<file path="config.mk">
export PLATFORM = sky130hd
export DESIGN_NAME = complex_exec_ctrl
export DESIGN_NICKNAME = d
export VERILOG_FILES = /design/src/rtl/complex_exec_ctrl.sv
export SDC_FILE = /design/constraint.sdc
export NUM_CORES = 1
export LEC_CHECK = 0
export CORE_MARGIN = 2
export CORE_UTILIZATION = 50
export DETAILED_ROUTE_END_ITERATION = 8
export DONT_BUFFER_PORTS = 1
export HOLD_SLACK_MARGIN = 0.1
export PLACE_DENSITY_LB_ADDON = 0.15
export REMOVE_ABC_BUFFERS = 1
export SYNTH_ARGS = -nofsm -noshare
export SYNTH_HDL_FRONTEND = slang
export SYNTH_SLANG_ARGS = --single-unit
</file>
<file path="constraint.sdc">
create_clock -name clk -period 3.8 [get_ports clk]
set_clock_uncertainty 0.05 [all_clocks]
set_input_delay 0.57 -clock clk [delete_from_list [all_inputs] [get_ports clk]]
set_output_delay 0.57 -clock clk [all_outputs]
set_load 0.005 [all_outputs]
</file>
<file path="src/rtl/complex_exec_ctrl.sv">
// complex_exec_ctrl: sequences one complex-nibble instruction at a time.
// Each instruction reads two operands from data memory, computes add/sub/mul
// on packed {re, im} 4-bit two's-complement nibbles, and writes the result.
// State machine: IDLE -> READ -> EXEC -> WRITE -> DONE -> IDLE.
// The reserved opcode skips WRITE and raises a sticky error flag.
module complex_exec_ctrl #(
  parameter int ADDR_W = 6
) (
  input  logic                  clk,
  input  logic                  rst,
  input  logic                  instr_valid,
  input  logic [2+3*ADDR_W-1:0] instr,
  output logic                  instr_ready,
  output logic                  mem_enable,
  output logic                  mem_write,
  output logic [ADDR_W-1:0]     mem_rd_addr1,
  output logic [ADDR_W-1:0]     mem_rd_addr2,
  output logic [ADDR_W-1:0]     mem_wr_addr,
  output logic [7:0]            mem_wr_data,
  input  logic [7:0]            mem_rd_data1,
  input  logic [7:0]            mem_rd_data2,
  output logic                  busy,
  output logic                  done,
  output logic                  err,
  output logic [7:0]            result,
  output logic [7:0]            op_count
);

  localparam logic [1:0] OP_ADD = 2'b00;
  localparam logic [1:0] OP_SUB = 2'b01;
  localparam logic [1:0] OP_MUL = 2'b10;
  localparam logic [1:0] OP_RSV = 2'b11;

  typedef enum logic [2:0] {
    IDLE,
    READ,
    EXEC,
    WRITE,
    DONE
  } state_t;

  state_t            state_reg;
  logic [1:0]        op_reg;
  logic [ADDR_W-1:0] src_a_reg;
  logic [ADDR_W-1:0] src_b_reg;
  logic [ADDR_W-1:0] dst_reg;
  logic [7:0]        result_reg;
  logic              err_reg;
  logic [7:0]        op_count_reg;

  // Instruction field split: {op, srcA, srcB, dst}
  logic [1:0]        instr_op;
  logic [ADDR_W-1:0] instr_src_a;
  logic [ADDR_W-1:0] instr_src_b;
  logic [ADDR_W-1:0] instr_dst;

  assign instr_op    = instr[3*ADDR_W+1 : 3*ADDR_W];
  assign instr_src_a = instr[3*ADDR_W-1 : 2*ADDR_W];
  assign instr_src_b = instr[2*ADDR_W-1 : ADDR_W];
  assign instr_dst   = instr[ADDR_W-1 : 0];

  // ---------------------------------------------------------------------
  // Datapath. Operands come straight off the read ports during EXEC, so
  // the result is ready to be registered at the end of that cycle.
  // ---------------------------------------------------------------------

  // Add/sub per nibble lane: lane 0 is the imaginary part, lane 1 the real.
  // Plain 4-bit arithmetic gives the required two's-complement wrap.
  logic [7:0] addsub_res;

  for (genvar gi = 0; gi < 2; gi++) begin : g_lane
    logic [3:0] lane_a;
    logic [3:0] lane_b;
    assign lane_a = mem_rd_data1[gi*4 +: 4];
    assign lane_b = mem_rd_data2[gi*4 +: 4];
    assign addsub_res[gi*4 +: 4] = (op_reg == OP_SUB) ? (lane_a - lane_b)
                                                      : (lane_a + lane_b);
  end

  // Complex multiply on sign-extended operands; 10 bits holds every
  // intermediate sum (worst case +128), only the low nibble is kept.
  logic signed [9:0] ar_x;
  logic signed [9:0] ai_x;
  logic signed [9:0] br_x;
  logic signed [9:0] bi_x;
  logic signed [9:0] mul_re;
  logic signed [9:0] mul_im;

  assign ar_x   = {{6{mem_rd_data1[7]}}, mem_rd_data1[7:4]};
  assign ai_x   = {{6{mem_rd_data1[3]}}, mem_rd_data1[3:0]};
  assign br_x   = {{6{mem_rd_data2[7]}}, mem_rd_data2[7:4]};
  assign bi_x   = {{6{mem_rd_data2[3]}}, mem_rd_data2[3:0]};
  assign mul_re = (ar_x * br_x) - (ai_x * bi_x);
  assign mul_im = (ar_x * bi_x) + (ai_x * br_x);

  logic [7:0] exec_result;

  assign exec_result = (op_reg == OP_MUL) ? {mul_re[3:0], mul_im[3:0]}
                                          : addsub_res;

  // ---------------------------------------------------------------------
  // Output decode. Everything memory-facing depends only on the state
  // register and latched fields, so a reset forces it to zero at once.
  // ---------------------------------------------------------------------
  assign instr_ready  = (state_reg == IDLE);
  assign busy         = (state_reg != IDLE);
  assign done         = (state_reg == DONE);
  assign mem_enable   = (state_reg == READ) || (state_reg == WRITE);
  assign mem_write    = (state_reg == WRITE);
  assign mem_rd_addr1 = mem_enable ? src_a_reg : '0;
  assign mem_rd_addr2 = mem_enable ? src_b_reg : '0;
  assign mem_wr_addr  = mem_write ? dst_reg : '0;
  assign mem_wr_data  = mem_write ? result_reg : 8'h00;
  assign err          = err_reg;
  assign result       = result_reg;
  assign op_count     = op_count_reg;

  // Control FSM: latch on handshake, step through read/exec/write/done
  always_ff @(posedge clk or negedge rst) begin
    if (!rst) begin
      state_reg    <= IDLE;
      op_reg       <= OP_ADD;
      src_a_reg    <= '0;
      src_b_reg    <= '0;
      dst_reg      <= '0;
      result_reg   <= 8'h00;
      err_reg      <= 1'b0;
      op_count_reg <= 8'h00;
    end else begin
      case (state_reg)
        IDLE: begin
          if (instr_valid) begin
            op_reg    <= instr_op;
            src_a_reg <= instr_src_a;
            src_b_reg <= instr_src_b;
            dst_reg   <= instr_dst;
            state_reg <= READ;
          end
        end
        READ: begin
          state_reg <= EXEC;
        end
        EXEC: begin
          if (op_reg == OP_RSV) begin
            // Reserved opcode: keep the previous result, flag it, no write
            err_reg   <= 1'b1;
            state_reg <= DONE;
          end else begin
            result_reg <= exec_result;
            state_reg  <= WRITE;
          end
        end
        WRITE: begin
          op_count_reg <= op_count_reg + 8'd1;
          state_reg    <= DONE;
        end
        DONE: begin
          state_reg <= IDLE;
        end
        default: begin
          state_reg <= IDLE;
        end
      endcase
    end
  end

endmodule

</file>
After elaboration in Yosys (flattened, before gate mapping)
Index checks and enable logic that the tools add are counted.
Widths: inputs -> output; s select.
- memories kept: 0
- output and inout bits: 48
- bits of input ports: 39
- ROM bits: 0
- register bits after elaboration: 40
- bits in latches: 0
- logic and storage cells: 44
- bits in writable memories: 0
- $lt $le $gt $ge: 0
- bitwise operators: 1
- reduce and logical (&&, ||, !) cells: 6
- muxes and demuxes: 10
- eq/ne operators: 8
- divide/modulo/power cells: 0
- shifts and indexed selects: 0
- add/subtract/negate cells: 7
- multiply operators: 4
- operators by type and width (kind ; count):
    $mux 6 ; 3
    $mul 4x4->4 ; 4
    $mux 8 ; 2
    $add 4x4->4 ; 3
    $pmux 3 s4 ; 1
    $sub 4x4->4 ; 3
    $add 8x1->8 const B ; 1
    $mux 4 ; 2
    $eq 3x2->1 const B ; 2
    $mux 3 ; 2
    $reduce_and 2->1 ; 3
    $eq 2x2->1 const B ; 2
    $eq 3x1->1 const B ; 1
    $eq 3x3->1 const B ; 1
    $logic_not 3->1 ; 1
    $reduce_bool 3->1 ; 1
    $eq 2x1->1 const B ; 1
    $ne 2x2->1 const B ; 1
    $logic_or 1x1->1 ; 1
    $not 1->1 ; 1

Logic depth before layout (Yosys ltp)
- depth after elaboration: 3
- depth in mapped cells: 16
- depth with buffers taken out: 16

Least setup slack after synthesis
Ideal clock, no wire load.
- kind: input port to flip-flop
- start: input port mem_rd_data2[0]
- end: register result_reg[3] (netlist: result[3])
- library setup time: 121 ps
- data required time: 3629 ps
- arrival: 3672 ps
- setup slack: -43 ps
- stages on the path: 14
- buffers on the path: 1
- path through: buf_4 and2_1 ha_1 fa_1 inv_1 fa_1 inv_1 ha_1 a21o_1 a21oi_1 xnor3_1 xnor3_1 o21ai_1 o22a_1
- longest elaborated chain between the ends: 3
- elaborated cells between the ends (all ways): 6
- those cells by class: add/sub (3); mul (1); mux (2)
- ends and longest elaborated chain (element ; line ; RTL):
    from (decl) ; 21 ; input logic [7:0] mem_rd_data2,
    $mul 4x4->4, or another cell as far along ; 94 ; assign mul_im = (ar_x * bi_x) + (ai_x * br_x);
    $add 4x4->4 or $mux 4 (tied branches) ; 94, 76 ;
    $mux 8 (*) ; 98 ; assign exec_result = (op_reg == OP_MUL) ? {mul_re[3:0], mul_im[3:0]}
    to (signal assigned) ; 149 ; result_reg <= exec_result;
    to (decl) ; 47 ; logic [7:0] result_reg;
Mark *: on every way between the ends. The rest lies on a longest branch, timed or not.
A chain may end at the register's enable or synchronous reset.

Final worst setup path
- start: input port mem_rd_data1[1]
- end: register result_reg[3] (netlist: result[3])
- longest elaborated chain between the ends: 3
- elaborated cells between the ends (all ways): 6
- those cells by class: add/sub (3); mul (1); mux (2)
- ends and longest elaborated chain (element ; line ; RTL):
    from (decl) ; 20 ; input logic [7:0] mem_rd_data1,
    $mul 4x4->4, or another cell as far along ; 94 ;
    $add 4x4->4 or $mux 4 (tied branches) ; 94, 76 ;
    $mux 8 (*) ; 98 ;
Marks and branches as above.

==> impl_metrics.toml <==
[timing]
setup_tns_ps = 0
timing_worst_slew_pin_value_ps = 864
period_needed_ps = 3610
finalMaxSlewViolations = 0
fin_crit_sh_pct = 95.1
final.setup.worst_slack_ps = 188
hold_viol = 0
setup_viol = 0
rsz0062_at_grt = "false"
max_freq_ghz = 0.277
slew_headroom_pct = 42.4

[floorplanning]
io_pins = 87
dieArea_mm2 = 0.00701
initial_core_util_pct = 50.9
row_count = 29
core_mm2 = 0.00624
fp.dieW_um = 83.7
fp.dieH_um = 83.7

[power_and_ir_drop]
power_w = 0.00211
swShare_pct = 36.8
p_leak_nw = 1.64
p_int_w = 0.00134
p_seq_share_pct = 37.7
max-vdd-ir-drop_uv = 367
p_per_area_mw_per_mm2 = 624
clockPowerShare_pct = 15.5
p_sw_w = 0.000777
combinationalPowerShare_pct = 46.8

[setup_path]
rrSetupSlack_ps = 780
crit_buf_inv = 2
cp-end-kind = "flop"
worst_path_dominant_cell_family = "adder cells"
crit_type = "input pin to flop"
crit_arrival_ps = 3730
worst-path-max-fanout = 8
critical-path-max-stage-delay_ps = 540
crit_path_start_kind = "input pin"
crit_chain = "and2_1 -> ha_1 -> fa_1 -> inv_1 -> fa_1 -> inv_1 -> ha_1 -> a21o_1 -> a21oi_1 -> xnor3_1 -> xnor3_1 -> o21ai_1 -> o22a_1"
critical_path_required_ps = 3920
slowest_stage = "fa_1"

[logic_synthesis]
yosysWarnings = 0
ys_types = 38
ys_seq_area_share_pct = 31.5
syn_area_mm2 = 0.00318
synth_cells = 322
syn_avg_cell_area_um2 = 9.87
ys_ff_latch = 40

[clock_network]
cts_tree = "built"
ctsResizeCount = 0
clk_latency_ps = 280
clock_path_buffers = 2
htree_levels = 2
clock-root-buffer = "clkbuf_8"
cts_sinks = 40
clk_pin_slew_worst_paths_ps = 70
cts_made_buffers = 5

[global_routing]
antenna_found_initial = 0
grt_max_degree = 41
gr-usage-met1_pct = 22.9
globalRouteMet3Util_pct = 3.46
grt-busiest-layer = "met2"
use_met2_pct = 31.1
grt_usage_pct = 18.1
grt.overflow.total = 0
grt_pass1_wl_um = 10300
first_global_vias = 2216

[flow_run]
max_cap_violations = 0

[layout]
layout_common_cells = "dfrtp_1 (40), ha_1 (32), nand2_1 (31)"
mostFrequentLayoutCell = "dfrtp_1"
nets = 404
drive_gt1_share_pct = 11.4
diodes = 0
syn_to_final_growth_pct = 6.62

[place]
dpl.hpwl_um = 4880
dp_slack_ps = -135
place_congestion = 0.855
port_buffers = 0

[detailed_routing]
drt_iter0_drc = 88
vias = 2182
wl_per_cell_um = 15.2
route.detailed.drc = 0
final_antenna_net_count = 0
via_per_inst = 5.43
drtPass1Iterations = 4
wirelength_um = 6110

[min_path]
hold_path.class = "input pin to flop"

[status]
status = "completed"
[synth_stat cells, drive strengths merged]
cell | count | area share, %
mux2 | 20 | 7.1
o21a | 2 | 0.47
nand3 | 1 | 0.16
nor2b | 6 | 1.2
and3 | 17 | 3.3
clkbuf | 7 | 0.95
or3 | 3 | 0.59
fa | 9 | 5.7
inv | 22 | 2.6
a221oi | 2 | 0.55
nand4 | 3 | 0.59
buf | 6 | 1.2
xnor2 | 30 | 8.3
a221o | 1 | 0.32
nor3 | 2 | 0.32
mux2i | 4 | 1.3
and2 | 31 | 6.1
o22ai | 1 | 0.20
a21oi | 4 | 0.63
xor2 | 10 | 2.8
nand2b | 3 | 0.59
a21o | 2 | 0.47
dfrtp | 40 | 32
o21bai | 1 | 0.24
xnor3 | 3 | 2.1
a31o | 1 | 0.28
nor2 | 11 | 1.3
nand2 | 31 | 3.7
o22a | 1 | 0.28
ha | 32 | 13
o21ai | 14 | 2.2
or2 | 1 | 0.20
o211ai | 1 | 0.24
[power groups by stage]
stage	clock, W	sequential (W)	combinational (W)
6_report	0.000327	0.000797	0.000988
2_1_floorplan	0	0.000749	0.000811
5_1_grt	0.000355	0.000831	0.00112
4_1_cts	0.000337	0.000802	0.00101
3_5_place_dp	0	0.000811	0.000989
3_3_place_gp	0	0.000799	0.000972
[path summary, 6_finish.rpt]
kind,start,depth (start not counted),endpoint
max in group asynchronous,rst,2,result[2]
setup / recovery,mem_rd_data1[1],13,result[3]
setup reg to reg,op_reg[0],9,result[7]
hold / removal,instr_valid,2,state_reg[0]
hold reg to reg,state_reg[2],1,state_reg[0]
min in group asynchronous,rst,2,op_count[4]
[final cells by class]
| type | instances | area [um^2] |
|---|---|---|
| Timing Repair Buffer | 8 | 75.1 |
| Tap cell | 77 | 96.3 |
| Fill cell | 566 | 2850 |
| Sequential cell | 40 | 1000 |
| Inverter | 22 | 82.6 |
| Clock inverter | 2 | 35.0 |
| Clock buffer | 6 | 72.6 |
| Multi-Input combinational cell | 247 | 2020 |
[kinds of logic (layout without fill, tap and decap cells)]
family,after synthesis,in the layout,share of synthesized area [%]
XOR/XNOR,43,43,13.2
buffers and inverters,35,38,4.77
adder cells (fa/ha/maj),41,41,18.3
multiplexers,24,24,8.35
flip-flops,40,40,31.5
AO/OA/AOI/OAI,30,30,5.87
AND/OR/NAND/NOR,109,109,18.1
[stage by stage]
| step | hold slack (ps) | utilization [%] | cells | cell area, um^2 |
|---|---|---|---|---|
| final | 364 | 54.3 | 402 | 3390 |
| after global routing | 366 | 54.3 | 402 | 3390 |
| after CTS | 356 | 54.3 | 402 | 3390 |
| after detailed placement | 225 | 52.1 | 392 | 3250 |
| after global placement | 225 | 52.1 | 392 | 3250 |
| after floorplan | 224 | - | 309 | 3110 |
[metal layers]
metal	up-vias	share of wire, %	wire, um
met2	72	47	2890
met4	0	1.0	61
li1	1074	-	-
met3	4	5.7	350
met5	-	0	0
met1	1032	46	2820
[repair_timing]
| item | 4_1_cts | 5_1_grt |
|---|---|---|
| buffers inserted | 0 | 0 |
| hold endpoints to repair | 40 | 0 |
| hold buffers | 2 | 0 |
| endpoints found under the setup margin | 0 | 0 |
Power figures use the tool's default switching activity.
